[src/rtl/comma_aligner_if.sv]
// Serial-side bundle for the comma aligner: bit stream plus enable in, aligned symbols out.
interface comma_aligner_if;
  logic       enb;
  logic       serialIn;
  logic [9:0] dataOut;
  logic       symValid;
  logic       esK285;
  logic       rxValid;
  logic [3:0] offsetCnt;

  modport master (
    output enb, serialIn,
    input  dataOut, symValid, esK285, rxValid, offsetCnt
  );

  modport slave (
    input  enb, serialIn,
    output dataOut, symValid, esK285, rxValid, offsetCnt
  );
endinterface

[src/rtl/comma_aligner.sv]
// K28.5 comma aligner: acquires 10-bit symbol lock on a serial stream and emits
// aligned symbols with a one-cycle strobe, dropping lock on persistent misalignment.
module comma_aligner #(
  parameter int LOCK_COUNT = 2,
  parameter int LOSS_COUNT = 4
) (
  input  logic            clk,
  input  logic            rst,
  comma_aligner_if.slave  bus
);

  typedef enum logic [1:0] {
    UNLOCKED = 2'd0,
    CHECK    = 2'd1,
    LOCKED   = 2'd2
  } state_t;

  localparam logic [3:0] LOCK_N = 4'(LOCK_COUNT);
  localparam logic [3:0] LOSS_N = 4'(LOSS_COUNT);

  // Both running disparities are accepted; no disparity state is tracked.
  function automatic logic isK285(input logic [9:0] s);
    return (s == 10'b0011111010) || (s == 10'b1100000101);
  endfunction

  state_t     state;
  logic [9:0] sr;
  logic [9:0] nxt;
  logic [3:0] ph;
  logic [3:0] cnt;
  logic [3:0] err;
  logic [9:0] dataReg;
  logic       symReg;
  logic       kReg;
  logic       rxReg;
  logic       isComma;
  logic       onBoundary;

  assign nxt        = {sr[8:0], bus.serialIn};
  assign isComma    = isK285(nxt);
  assign onBoundary = (ph == 4'd9);

  assign bus.dataOut   = dataReg;
  assign bus.symValid  = symReg;
  assign bus.esK285    = kReg;
  assign bus.rxValid   = rxReg;
  assign bus.offsetCnt = ph;

  always_ff @(posedge clk or negedge rst) begin
    if (!rst) begin
      state   <= UNLOCKED;
      sr      <= '0;
      ph      <= '0;
      cnt     <= '0;
      err     <= '0;
      dataReg <= '0;
      symReg  <= 1'b0;
      kReg    <= 1'b0;
      rxReg   <= 1'b0;
    end else begin
      // Strobes last exactly one clock, and disabled cycles never carry one.
      symReg <= 1'b0;
      kReg   <= 1'b0;
      if (bus.enb) begin
        sr <= nxt;
        ph <= onBoundary ? 4'd0 : ph + 4'd1;
        unique case (state)
          UNLOCKED: begin
            if (isComma) begin
              ph  <= 4'd0;
              cnt <= 4'd1;
              err <= 4'd0;
              if (LOCK_N == 4'd1) begin
                state   <= LOCKED;
                rxReg   <= 1'b1;
                dataReg <= nxt;
                symReg  <= 1'b1;
                kReg    <= 1'b1;
              end else begin
                state <= CHECK;
              end
            end
          end
          CHECK: begin
            if (isComma) begin
              if (onBoundary) begin
                cnt <= cnt + 4'd1;
                if (cnt + 4'd1 == LOCK_N) begin
                  // The comma that completes lock is delivered as a symbol.
                  state   <= LOCKED;
                  rxReg   <= 1'b1;
                  err     <= 4'd0;
                  dataReg <= nxt;
                  symReg  <= 1'b1;
                  kReg    <= 1'b1;
                end
              end else begin
                ph  <= 4'd0;
                cnt <= 4'd1;
              end
            end
          end
          LOCKED: begin
            if (onBoundary) begin
              dataReg <= nxt;
              symReg  <= 1'b1;
              kReg    <= isComma;
              if (isComma) err <= 4'd0;
            end else if (isComma) begin
              // Misplaced commas are counted but never shift the locked boundary.
              if (err + 4'd1 == LOSS_N) begin
                state <= UNLOCKED;
                rxReg <= 1'b0;
                cnt   <= 4'd0;
                err   <= 4'd0;
              end else begin
                err <= err + 4'd1;
              end
            end
          end
          default: begin
            state <= UNLOCKED;
            rxReg <= 1'b0;
          end
        endcase
      end
    end
  end

endmodule

[src/flat_wrapper.sv]
// flat-port wrapper written by rule: the top's interface ports become plain ports
module comma_aligner_flat 
#(
  parameter int LOCK_COUNT = 2,
  parameter int LOSS_COUNT = 4
)
  (clk, rst, bus_enb, bus_serialIn, bus_dataOut, bus_symValid, bus_esK285, bus_rxValid, bus_offsetCnt);
  comma_aligner_if bus_i ();
  input  logic clk;
  input  logic rst;
  input wire logic [$bits(bus_i.enb)-1:0] bus_enb;
  input wire logic [$bits(bus_i.serialIn)-1:0] bus_serialIn;
  output wire logic [$bits(bus_i.dataOut)-1:0] bus_dataOut;
  output wire logic [$bits(bus_i.symValid)-1:0] bus_symValid;
  output wire logic [$bits(bus_i.esK285)-1:0] bus_esK285;
  output wire logic [$bits(bus_i.rxValid)-1:0] bus_rxValid;
  output wire logic [$bits(bus_i.offsetCnt)-1:0] bus_offsetCnt;
  assign bus_i.enb = bus_enb;
  assign bus_i.serialIn = bus_serialIn;
  assign bus_dataOut = bus_i.dataOut;
  assign bus_symValid = bus_i.symValid;
  assign bus_esK285 = bus_i.esK285;
  assign bus_rxValid = bus_i.rxValid;
  assign bus_offsetCnt = bus_i.offsetCnt;
  comma_aligner #(.LOCK_COUNT(LOCK_COUNT), .LOSS_COUNT(LOSS_COUNT)) u_core (.clk(clk), .rst(rst), .bus(bus_i));
endmodule
[config.mk]
export PLATFORM = sky130hd
export DESIGN_NAME = comma_aligner_flat
export DESIGN_NICKNAME = d
export VERILOG_FILES = /design/src/rtl/comma_aligner_if.sv /design/src/rtl/comma_aligner.sv /design/src/flat_wrapper.sv
export SDC_FILE = /design/constraint.sdc
export NUM_CORES = 1
export LEC_CHECK = 0
export ABC_AREA = 1
export CAP_MARGIN = 0
export CORE_AREA = 2 2 89 91
export CTS_CLUSTER_SIZE = 24
export DETAILED_ROUTE_END_ITERATION = 10
export DIE_AREA = 0 0 91 93
export PLACE_DENSITY = 0.49
export SYNTH_ARGS = -nofsm -noshare
export SYNTH_HDL_FRONTEND = slang
export SYNTH_SLANG_ARGS = --single-unit
[constraint.sdc]
create_clock -name clk -period 2 [get_ports clk]
set_input_delay 0.4 -clock clk [delete_from_list [all_inputs] [get_ports clk]]
set_output_delay 0.4 -clock clk [all_outputs]
set_load 0.01 [all_outputs]
======== Yosys cells after proc, flatten, opt, wreduce, memory -nomap -nowiden ========
Index checks and enable logic that the tools add are counted.
word-level totals
  output and inout bits ................... 17
  memories ................................ 0
  word-level logic and storage cells ...... 87
  memory bits (writable) .................. 0
  memory bits (read-only) ................. 0
  bits in latches ......................... 0
  bits in registers ....................... 36
cells by class
  multipliers ............................. 0
  reduce and logical (&&, ||, !) cells .... 9
  $lt $le $gt $ge ......................... 0
  bitwise gates (word level) .............. 1
  shift operators ......................... 0
  equal/unequal tests ..................... 16
  div/mod/pow operators ................... 0
  add/subtract/negate cells ............... 3
  muxes and demuxes ....................... 49
operators with widths
  cell                  count
  $mux 4                17
  $mux 10               4
  $pmux 4 s3            2
  $pmux 10 s2           1
  $reduce_and 8->1      2
  $mux 2                7
  $ne 2x1->1 const B    7
  $mux 1                13
  $add 4x1->4 const B   3
  $reduce_and 6->1      2
  $eq 10x10->1 const B  1
  $eq 10x8->1 const B   1
  $pmux 4 s2            1
  $reduce_and 7->1      1
  $pmux 2 s3            1
  $eq 4x2->1 const B    1
  $eq 4x3->1 const B    1
  $eq 4x4->1 const B    1
  $pmux 1 s2            2
  $ne 3x1->1 const B    1
  $pmux 1 s3            1
  $reduce_bool 3->1     1
  $eq 2x1->1 const B    1
  $eq 2x2->1 const B    1
  other kinds (5)       5

======== Longest topological paths before layout ========
Gate-level depths: netlist (run 1).
  word-level depth ........................ 7
  mapped depth ............................ 13
  gate-level depth less buffers ........... 12

======== Least setup slack after synthesis (run 1) ========
OpenSTA, ideal clock, no wires.
  path kind ............................... reg-to-reg
  start point ............................. register u_core.ph[1] (netlist: u_core.bus.offsetCnt[1])
  end point ............................... register u_core.dataReg[0] (netlist: u_core.bus.dataOut[0])
  required time ........................... 1.883 ns
  arrival time ............................ 1.443 ns
  path buffers ............................ 0
  library setup time ...................... 0.117 ns
  clock period less this slack ............ 1.559 ns
  slack ................................... 0.441 ns
  stages on the path, launching flop included .. 12
  path through ............................ dfrtp_1 > inv_1 > ha_1 > nand2_1 > nor2_1 > inv_1 > a21oi_4 > nand2_4 > nor2_8 > nand2_4 > nand2_1 > nand2_1
on the way
  word-level cells in the longest chain between the ends .. 3
  elaborated cells between the ends (all ways) .. 4
  classes of those cells .................. eq/ne (3); reduce/logical (1)
ends and longest elaborated chain
  what                                   RTL line              source
  from (decl)                            comma_aligner.sv:29   logic [3:0] ph;
  from (signal assigned)                 comma_aligner.sv:66   ph <= onBoundary ? 4'd0 : ph + 4'd1;
  $eq 4x4->1 (*)                         comma_aligner.sv:41   assign onBoundary = (ph == 4'd9);
  $ne 2x1->1 (no source line)            -
  $reduce_and 6->1 (no source line) (*)  -
  to (signal assigned)                   comma_aligner.sv:76   dataReg <= nxt;
  to (signal assigned)                   comma_aligner.sv:93   dataReg <= nxt;
  to (signal assigned)                   comma_aligner.sv:105  dataReg <= nxt;
  to (decl)                              comma_aligner.sv:32   logic [9:0] dataReg;
Every way passes the cells marked *; elsewhere a longest branch is shown, timed or not.
A chain may end at the register's enable or synchronous reset.

======== Worst setup path in the final report (run 1) ========
  start point ............................. register u_core.ph[1] (netlist: u_core.bus.offsetCnt[1])
  end point ............................... register u_core.dataReg[4] (netlist: u_core.bus.dataOut[4])
The elaborated chain is that of the path after synthesis.

==> results of run 1 <==
worst paths after layout:
| kind | from | to | slack, ps | cells past startpoint |
|---|---|---|---|---|
| setup / recovery | u_core.bus.offsetCnt[1] | u_core.bus.dataOut[4] | 220 | 11 |
| hold / removal | rst | u_core.sr[4] | 70 | 2 |
| setup reg to reg | u_core.bus.offsetCnt[1] | u_core.bus.dataOut[4] | 220 | 11 |
| hold reg to reg | u_core.bus.dataOut[6] | u_core.bus.dataOut[6] | 480 | 2 |
| max in group asynchronous | rst | u_core.cnt[2] | 1740 | 2 |
| min in group clk | u_core.bus.dataOut[6] | u_core.bus.dataOut[6] | 480 | 2 |
layout make-up:
class,count,area share
Multi-Input combinational cell,199,0.425
Sequential cell,36,0.338
Timing Repair Buffer,25,0.0919
Inverter,41,0.0577
Tap cell,102,0.0478
Clock buffer,6,0.0272
Clock inverter,2,0.0131
power by group:
group | switching, mW | internal (mW)
Sequential | 0.186 | 0.937
Combinational | 1.07 | 0.752
Clock | 0.261 | 0.370
Total | 1.51 | 2.06
metrics by stage:
stage,std cells,setup WS (ps),total power [mW],util
floorplan,280,441,2.39,-
global placement,403,28.8,2.98,0.340
detailed placement,403,-6.64,2.97,0.340
CTS,411,183,3.63,0.355
global route,411,39.1,3.90,0.355
finish,411,224,3.57,0.355
logic make-up (layout without fill, tap and decap cells):
family | Yosys count | count (layout) | synth area share
AO/OA/AOI/OAI | 26 | 26 | 0.0707
XOR/XNOR | 2 | 2 | 0.00792
adder cells (fa/ha/maj) | 10 | 10 | 0.0566
buffers and inverters | 45 | 74 | 0.0798
flip-flops | 36 | 36 | 0.407
AND/OR/NAND/NOR | 161 | 161 | 0.377
registers in the layout (all words and copies together) (netlist names):
signal / flops
u_core.state: 2
u_core.bus.symValid: 1
u_core.bus.esK285: 1
u_core.bus.offsetCnt: 4
u_core.err: 4
u_core.cnt: 4
u_core.bus.rxValid: 1
u_core.sr: 9
u_core.bus.dataOut: 10
per-layer routing:
layer,wire [um],global-route usage,up-vias
li1,-,-,931
met1,2410,0.173,773
met2,1970,0.186,20
met3,115,0.0250,5
met4,78,0.0417,0
met5,0,0,-
worst max-delay path, stage by stage (launching register included):
cell	delay, ps
dfrtp_1	420
inv_1	80
ha_1	140
nand2_1	50
nor2_1	170
inv_1	150
a21oi_4	220
nand2_4	90
nor2_8	120
nand2_4	110
nand2_1	80
nand2_1	40
synthesized netlist by cell type (3+ instances only):
cell type  count  area share
nand3_4        4       0.032
a21oi_1        4      0.0091
nor2_4         3       0.015
nor2_2         4       0.011
nand3_1       14       0.032
nor2_8         3       0.027
nand2_4        3       0.015
nor2_1        14       0.024
nand2_1       98        0.17
o21ai_0       15       0.034
nand2_2        6       0.017
ha_1          10       0.057
dfrtp_1       36        0.41
nand4_1        6       0.017
inv_1         33       0.056
inv_2          8       0.014
==> metrics.md, run 1 <==
| Metric | Value |
|---|---|
| Nature of the critical path startpoint | flop |
| Mean Syn Cell Area | about 7.9 um2 |
| Initial Util | 0.294 |
| Most frequent cells in the layout | 98 x nand2_1, 36 x dfrtp_1, 33 x inv_1, 19 x clkdlybuf4s50_1, 15 x o21ai_0 |
| RSZ-0062 raised after global routing | false |
| Worst min-delay path category | input pin to async pin |
| Via Count | ~1,700 |
| Register area share after synthesis | 0.407 |
| IO buf count | 20 |
| Ant diodes | 0 |
| Initial DRC Count | 91 |
| Nets | around 320 |
| Setup bufs post-CTS | 0 |
| Worst Path Required | 2190 ps |
| Vias in the first global route | 1,726 |
| Lkg Pwr | approximately 1.3 nW |
| Die W | 91 um |
| Core ar. | about 7500 um2 |
| Tcrit/Tclk final | 0.888 |
| CP arrival | 1960 ps |
| Minimum clock period | around 1800 ps |
| Drt total wl | between 4000 and 5000 um |
| Seq cells post-synth | 36 |
| Initial antenna violation count | 0 |
| Reg clk slew, reported paths | approximately 70 ps |
| Top_reg_cell synth | dfrtp_1 |
| Final instance area | 2670 um2 |
| Skew final | roughly 6.8 ps |
| Clock sink count | 36 |
| Max H-tree Level | 2 |
| Post-synth cell types | 30 |
| Routability cong. | between 0.8 and 0.9 |
| Gate Count Post-Synth | 280 |
| Slew margin rel. | 0.709 |
| Die footprint | about 8500 um2 |
| Final setup viols | 0 |
| Die height | approximately 93 um |
| Crit path kind | flop to flop |
| HPWL Detailed | around 3500 um |
| Final Hold Fails | 0 |
| Hold_buf cts | 0 |
| Ys Warns | 0 |
| Post-Syn Nets | between 200 and 300 |
| Area Growth Syn to Fin | 20.7% |
| Largest net degree at the start of global routing | 37 |
| CTS tree | yes |
| Register Area | about 900 um2 |
| Max Freq | roughly 0.56 GHz |
| Total iterations of the first detailed-routing run | 4 |
| Detail-routed via count per cell | roughly 4.2 |
| Count of pins over their slew limit | 0 |
| Setup TNS | 0 ps |
| Quantity of gates resized following cts | 0 |
| DR WL/cell | approximately 11 um |
| Num rows | 32 |
| DRC errors left | 0 |
| Endpoint type of the worst setup path | flop |
| Outcome | finished, final reports clean |
| FFs w/ async S/R, synth | 1.00 |
| Gr ovfl total | 0 |
| Commonest non-fill, non-tap cell in the layout | nand2_1 |
| Multi-input logic area | approximately 1100 um2 |
| Max-cap violations | 0 |
| GRT Total Usage | 0.122 |
| Layout cells sized above 1 | 0.162 |
| CTS buffer count | 5 |
| Routed Antenna Nets | 0 |
| First-pass GRT wire length | around 8300 um |
| Clk_lat worst skew | roughly 290 ps |
| PD cells | approximately 1300 nW/um2 |
| Crit path max fanout | 10 |
| Syn Std Cell Area | 2210 um2 |
| Worst-Margin Slew | 437 ps |
| Maximum vdd drop | roughly 480 uV |
| Post-synth EDFFs | 0 |
| IO Count | 21 |
| WHS | between 60 and 70 ps |
| Clk buf depth | 2 |
| # fillers | 816 |
| CTS root buf | clkbuf_8 |
| Placed cell area | 2560 um2 |
(Power assumes the default switching activity.)
==> inputs of run 2 (changes only) <==
- SETUP_SLACK_MARGIN: unset -> 0.05
==> run 2 against run 1 <==
First-iteration DRC count decreased by 5.5%. Sequential power about the same. Routed wire length increased by 0.15%. Combinational power about the same. Register-to-register slack improved by 30 ps. Non-clock buffer count unchanged. Sequential share of layout area about the same. Power increased by 0.17%. Highest routed layer unchanged.
==> metrics.md, run 2 (synthesis gave the netlist of run 1 again) <==
| Metric | Value |
|---|---|
| Outcome | finished, final reports clean |
| DRC errors left | 0 |
| Tcrit/Tclk final | 0.873 |
| Largest net degree at the start of global routing | 37 |
| Via Count | around 1,700 |
| Initial Util | 0.294 |
| Vias in the first global route | about 1,700 |
| Die height | 93 um |
| Minimum clock period | ~1700 ps |
| Quantity of gates resized following cts | 0 |
| Worst Path Required | 2190 ps |
| Endpoint type of the worst setup path | flop |
| CTS tree | yes |
| Core ar. | around 7500 um2 |
| Die W | ~90 um |
| Worst min-delay path category | input pin to async pin |
| Clk_lat worst skew | 290 ps |
| Setup bufs post-CTS | 0 |
| Met2 Track Usage GR | 0.186 |
| Global route hottest layer | met2 |
| HPWL Detailed | 3510 um |
| Layout cells sized above 1 | 0.165 |
| IO buf count | 20 |
| Max Freq | 0.573 GHz |
| CP arrival | about 1900 ps |
| Crit path max fanout | 10 |
| Nature of the critical path startpoint | flop |
| Worst-Margin Slew | between 400 and 500 ps |
| Reg clk slew, reported paths | about 70 ps |
| Initial DRC Count | between 80 and 90 |
| Power Total | approximately 3.6 mW |
| GR Layer Usage met1 | 0.173 |
| First-pass GRT wire length | about 8300 um |
| Drt total wl | around 4600 um |
| Commonest non-fill, non-tap cell in the layout | nand2_1 |
| Skew final | about 6.9 ps |
| Most frequent cells in the layout | 98 x nand2_1, 36 x dfrtp_1, 33 x inv_1, 19 x clkdlybuf4s50_1, 15 x o21ai_0 |
| RSZ-0062 raised after global routing | false |
| GRT Total Usage | 0.122 |
| Maximum vdd drop | 487 uV |
| IO Count | 21 |
| Ant diodes | 0 |
| Area Growth Syn to Fin | 20.8% |
| Clk buf depth | 2 |
| Num rows | 32 |
| Clock sink count | 36 |
| Max FFs per register | 10 |
| Total iterations of the first detailed-routing run | 4 |
| PD cells | about 1300 nW/um2 |
| Die footprint | 8460 um2 |
| Crit path kind | flop to flop |
| Cell Count, Final, Fillers Out | approximately 400 |
| Slew margin rel. | 0.712 |
| Routed Antenna Nets | 0 |
| Hold_buf cts | 0 |
| Initial antenna violation count | 0 |
| Dpl cells | about 400 |
| Routability cong. | between 0.8 and 0.9 |
| Final Hold Fails | 0 |
| Max-cap violations | 0 |
| Max H-tree Level | 2 |
| Detail-routed via count per cell | about 4.2 |
| DR WL/cell | around 11 um |
| CTS root buf | clkbuf_8 |
| Gr ovfl total | 0 |
| Count of pins over their slew limit | 0 |
| Met3 Use GR | 0.0250 |
| CTS buffer count | 5 |
| Nets | between 300 and 400 |
| Lkg Pwr | ~1.3 nW |
| Final setup viols | 0 |
-- run 2: cell count changes in the layout (fill, tap and decap cells not counted) --
cell,delta
nor2_1,-1
nor2_2,+1
-- run 2: worst paths after layout --
path | cells past startpoint | endpoint | slack [ps] | start
max | 11 | u_core.bus.dataOut[4] | 250 | u_core.bus.offsetCnt[1]
min reg2reg | 2 | u_core.bus.dataOut[6] | 470 | u_core.bus.dataOut[6]
min | 2 | u_core.sr[4] | 60 | rst
min in group clk | 2 | u_core.bus.dataOut[6] | 470 | u_core.bus.dataOut[6]
max in group asynchronous | 2 | u_core.cnt[2] | 1740 | rst
max reg2reg | 11 | u_core.bus.dataOut[4] | 250 | u_core.bus.offsetCnt[1]
-- run 2: report_power, final --
| part | leakage, nW | internal, mW | total [mW] | switching (mW) |
|---|---|---|---|---|
| clock network | 0.0552 | 0.370 | 0.631 | 0.261 |
| registers | 0.469 | 0.937 | 1.13 | 0.188 |
| logic | 0.808 | 0.752 | 1.82 | 1.07 |
| total | 1.33 | 2.06 | 3.58 | 1.52 |
-- run 2: cell type report --
class                      count  area (um2)
fill                         815        4860
clock inverter                 2        35.0
multi-input combinational    199        1140
tap                          102         128
inverter                      41         154
clock buffer                   6        72.6
timing repair buffer          25         245
sequential                    36         901
-- run 2: per-layer routing --
metal  wire length, um  vias to the layer above
met5                 0                        -
met4                78                        0
met3               105                        5
met2              1960                       18
met1              2440                      776
li1                  -                      932
-- run 2: per-stage QoR --
step	util	worst slack (ps)	setup TNS [ps]	area, um2	hold WS [ps]
6_report	0.355	254	0	2670	64.1
5_1_grt	0.355	73.8	0	2670	64.7
4_1_cts	0.355	183	0	2670	74.1
3_5_place_dp	0.340	-6.64	-13.3	2560	390
3_3_place_gp	0.340	28.8	0	2560	379
2_1_floorplan	-	441	0	2210	104
-- run 2: critical path: stages (launching register included) --
cell     delay (ps)
dfrtp_1         420
inv_1            90
ha_1            140
nand2_1          60
nor2_2          120
inv_1           130
a21oi_4         240
nand2_4          90
nor2_8          120
nand2_4         110
nand2_1          80
nand2_1          40
==> inputs of run 3 (changes only) <==
- HOLD_SLACK_MARGIN: unset -> 0.05
==> results of run 3 <==
The final DEF is identical to that of run 2; final timing and power are the same.
==> variant 1, RTL diff (config.mk and constraints of run 3) <==
Reset style: synchronous (`rst`), changed in one clocked block.
--- a/src/rtl/comma_aligner.sv
+++ b/src/rtl/comma_aligner.sv
@@ -46,7 +46,7 @@
   assign bus.rxValid   = rxReg;
   assign bus.offsetCnt = ph;
 
-  always_ff @(posedge clk or negedge rst) begin
+  always_ff @(posedge clk) begin
     if (!rst) begin
       state   <= UNLOCKED;
       sr      <= '0;
Behaviour: differs if rst is asserted again (counterexample within 4 cycles, from zero or initial values and one cycle with rst low); with rst held inactive, the same outputs for 10 cycles.
==> variant 1 against run 3 <==
Synthesized cell count down 1.1%; sequential cell count unchanged; utilization decreased by 3.6 points; cell area decreased by 10%; setup slack better by 2.6 ps; synthesized area is 14% lower; critical path depth increased by 1; first-iteration DRC count grew 1.2%; via count is 1.0% higher; routed wire length shrank 5.9%; register-to-register slack improved by 40 ps; critical path type is now input port to flop.
Power is not compared: it rests on default switching activity, and its combinational part moved more than twofold at a synthesized area within 25%.
==> variant 1: results (changes against run 3) <==
| Metric | Value |
|---|---|
| Top FF cell, synth | `dfxtp_1` |
| # Post-CTS Setup Buffers | `0 (unchanged)` |
| Pin count of the biggest net entering global routing | `25 (-32%)` |
| Register area | `722 µm² (-20%)` |
| Clock skew | `8.78 ps (+1.89 ps)` |
| Reg-to-Reg Start | `u_core.cnt[1]$_SDFFE_PN0P_` |
| Detailed Route Iter0 Violations | `87 (+1.2%)` |
| Placed Cells | `401 (-0.50%)` |
| Top cells by count, synth | `nand2_1, nor2_1, dfxtp_1, a21oi_1, inv_1` |
| Non-Filler Instances | `409 (-0.49%)` |
| Wire length on met3 | `149 µm (+42%)` |
| End point of the critical path | `u_core.bus.dataOut[4]$_SDFFE_PN0P_` |
| Register area share after synthesis | `0.378 (-0.0298)` |
| Worst hold slack | `470 ps (+406 ps)` |
| CP max stage delay | `450 ps (+30 ps)` |
| Tot GR Track Use | `0.110 (-0.0119)` |
| Crit. Startpoint | `bus_serialIn` |
| Met3 Resource Use GR | `0.0242 (-0.000806)` |
| Status | `completed` |
| M1 wire length | `2.26 mm (-7.3%)` |
| Via density | `4.28 (+1.5%)` |
| First-pass GRT wire length | `7.66 mm (-8.0%)` |
| Gpl congestion | `0.843 (+4.0%)` |
| Worst-margin pin slew | `394 ps (-37.4 ps)` |
| Met1 Usage GRT | `0.156 (-0.0170)` |
| DP Area | `2280 µm² (-11%)` |
| Dpl ws | `-75.4 ps (-68.7 ps)` |
| R2R cell count | `13 (+2)` |
| Yosys cell types | `28 (-6.7%)` |
| Reg2reg setup slack | `290 ps (+40 ps)` |
| Syn. warnings | `0 (unchanged)` |
| Crit Path Max Fanout | `11 (+1)` |
| M2 GR Usage | `0.162 (-0.0247)` |
| Fillers | `888 (+9.0%)` |
| Final period util | `0.872 (-0.00132)` |
| Routed met2 length | `1.80 mm (-8.0%)` |
| Fraction of layout cells with a size suffix above 1 | `0.121 (-0.0445)` |
| Fin nets | `320 (-0.62%)` |
| CP max-delay cell | `clkdlybuf4s50_1` |
| Syn_nets | `291 (-1.0%)` |
| Crit path DAT | `1980 ps (+50 ps)` |
| Drt wl/cell | `10.5 µm (-5.5%)` |
| Synthesized area per cell | `6.89 µm² (-13%)` |
| DP HPWL | `3.28 mm (-6.4%)` |
variant 1: final cells by class:
cell class | instances | share of cell area
well taps | 102 | 0.0532
repair buffers | 31 | 0.118
multi-input cells | 197 | 0.425
clock buffers | 5 | 0.0287
clock inverters | 3 | 0.0177
inverters | 35 | 0.0558
flip-flops and latches | 36 | 0.301
variant 1: cell families after synthesis:
family | synth area share
AO/OA/AOI/OAI | 0.147
XOR/XNOR | 0.00918
adder cells (fa/ha/maj) | 0.0656
buffers and inverters | 0.0918
flip-flops | 0.378
AND/OR/NAND/NOR | 0.309
variant 1: critical path, delay by kind of cell:
kind                   cells  cell delay, ps
AND/OR/NAND/NOR            9             880
buffers and inverters      3             680
variant 1: what timing repair did:
| action | in CTS | in global routing |
|---|---|---|
| endpoints found under the setup margin | 0 | 18 |
| hold endpoints to repair | 0 | 0 |
| gates resized for setup | 0 | 4 |
==> variant 2, RTL diff (config.mk and constraints of run 3) <==
Made on the original files. Re-encode `state_t` (3 states) as one-hot, 3 bits wide.
--- a/src/rtl/comma_aligner.sv
+++ b/src/rtl/comma_aligner.sv
@@ -9,10 +9,10 @@
   comma_aligner_if.slave  bus
 );
 
-  typedef enum logic [1:0] {
-    UNLOCKED = 2'd0,
-    CHECK    = 2'd1,
-    LOCKED   = 2'd2
+  typedef enum logic [2:0] {
+    UNLOCKED = 3'b001,
+    CHECK    = 3'b010,
+    LOCKED   = 3'b100
   } state_t;
 
   localparam logic [3:0] LOCK_N = 4'(LOCK_COUNT);
Check against the original RTL: no difference found for any inputs over 10 cycles, from zero or initial values and one cycle with rst low; not proved beyond that.
==> variant 2 against run 3 <==
Routed wire length shrank 13%; clock power is 3.3% higher; cell area shrank 8.5%; sequential share of layout area is 4.2 points higher; die area is the same; cell count decreased by 8.8%; setup slack improved by 9.2 ps; sequential cell count is 1 higher; synthesized area is 12% lower; via count fell by 9.3%; maximum frequency increased by 0.53%; total power decreased by 23%; largest cell class is now flip-flops and latches.
==> variant 2: results (changes against run 3) <==
| Metric | Value |
|---|---|
| Pin count of the biggest net entering global routing | `38 (+2.7%)` |
| Reg2reg setup slack | `270 ps (+20 ps)` |
| M2 GR Usage | `0.166 (-0.0204)` |
| First-pass GRT wire length | `7.37 mm (-12%)` |
| P_seq | `1.09 mW (-4%)` |
| Fraction of layout cells with a size suffix above 1 | `0.161 (-0.00388)` |
| Yosys cell types | `25 (-17%)` |
| Vias | `1570 (-9.3%)` |
| Non-Filler Instances | `375 (-8.8%)` |
| Placed Cells | `367 (-8.9%)` |
| Top cells by count, synth | `nand2_1, dfrtp_1, inv_1, nand3_1, nor2_1` |
| Dpl ws | `-84.7 ps (-78.1 ps)` |
| Gpl congestion | `0.826 (+2.0%)` |
| Comb pwr share | `0.369 (-0.140)` |
| M1 wire length | `2.04 mm (-16%)` |
| Wire length on met3 | `129 µm (+23%)` |
| Routed met2 length | `1.77 mm (-9.8%)` |
| Synthesized instance count | `241 (-14%)` |
| Clock skew | `9.90 ps (+3.01 ps)` |
| Met1 Usage GRT | `0.148 (-0.0251)` |
| Met3 Resource Use GR | `0.0290 (+0.00403)` |
| End point of the critical path | `u_core.state[1]$_DFFE_PN0P_` |
| Fillers | `824 (+1.1%)` |
| Internal power | `1.73 mW (-16%)` |
| Status | `completed` |
| Worst hold slack | `138 ps (+73.8 ps)` |
| Max-slew headroom | `0.680 (-0.0328)` |
| Area Overhead vs Synth | `25.3%` |
| VDD IR max | `0.496 mV (+2.0%)` |
| Share of power burned in registers | `0.395 (+0.081)` |
| Tot GR Track Use | `0.108 (-0.0145)` |
| Reg-to-Reg Start | `u_core.err[0]$_DFFE_PN0P_` |
| Detailed Route Iter0 Violations | `96 (+12%)` |
| Crit Path Max Fanout | `8 (-2)` |
| Largest cells by area after synthesis | `dfrtp_1, nand2_1, nand3_1` |
| Register area share after synthesis | `0.475 (+0.0675)` |
| Leak Pwr | `1.18 nW (-11%)` |
variant 2: cell type report:
type	instances	area share
Tap cell	102	0.0522
Sequential cell	37	0.379
Multi-Input combinational cell	167	0.361
Clock inverter	2	0.0159
Clock buffer	6	0.0297
Timing Repair Buffer	29	0.113
Inverter	32	0.0491
variant 2: kinds of logic after synthesis:
family | synth area share
AND/OR/NAND/NOR | 0.289
buffers and inverters | 0.0788
flip-flops | 0.475
AO/OA/AOI/OAI | 0.104
adder cells (fa/ha/maj) | 0.0385
XOR/XNOR | 0.00898
multiplexers | 0.00513
variant 2: critical path: stages:
cell and delay (ps):
clkdlybuf4s50_1 450, inv_2 70, nand2_1 40, nor2_1 100, nand3_1 170, nand3_1 130
nand2_1 100, nor2_4 200, nand2_1 120, nand2_1 70, nand2_1 50
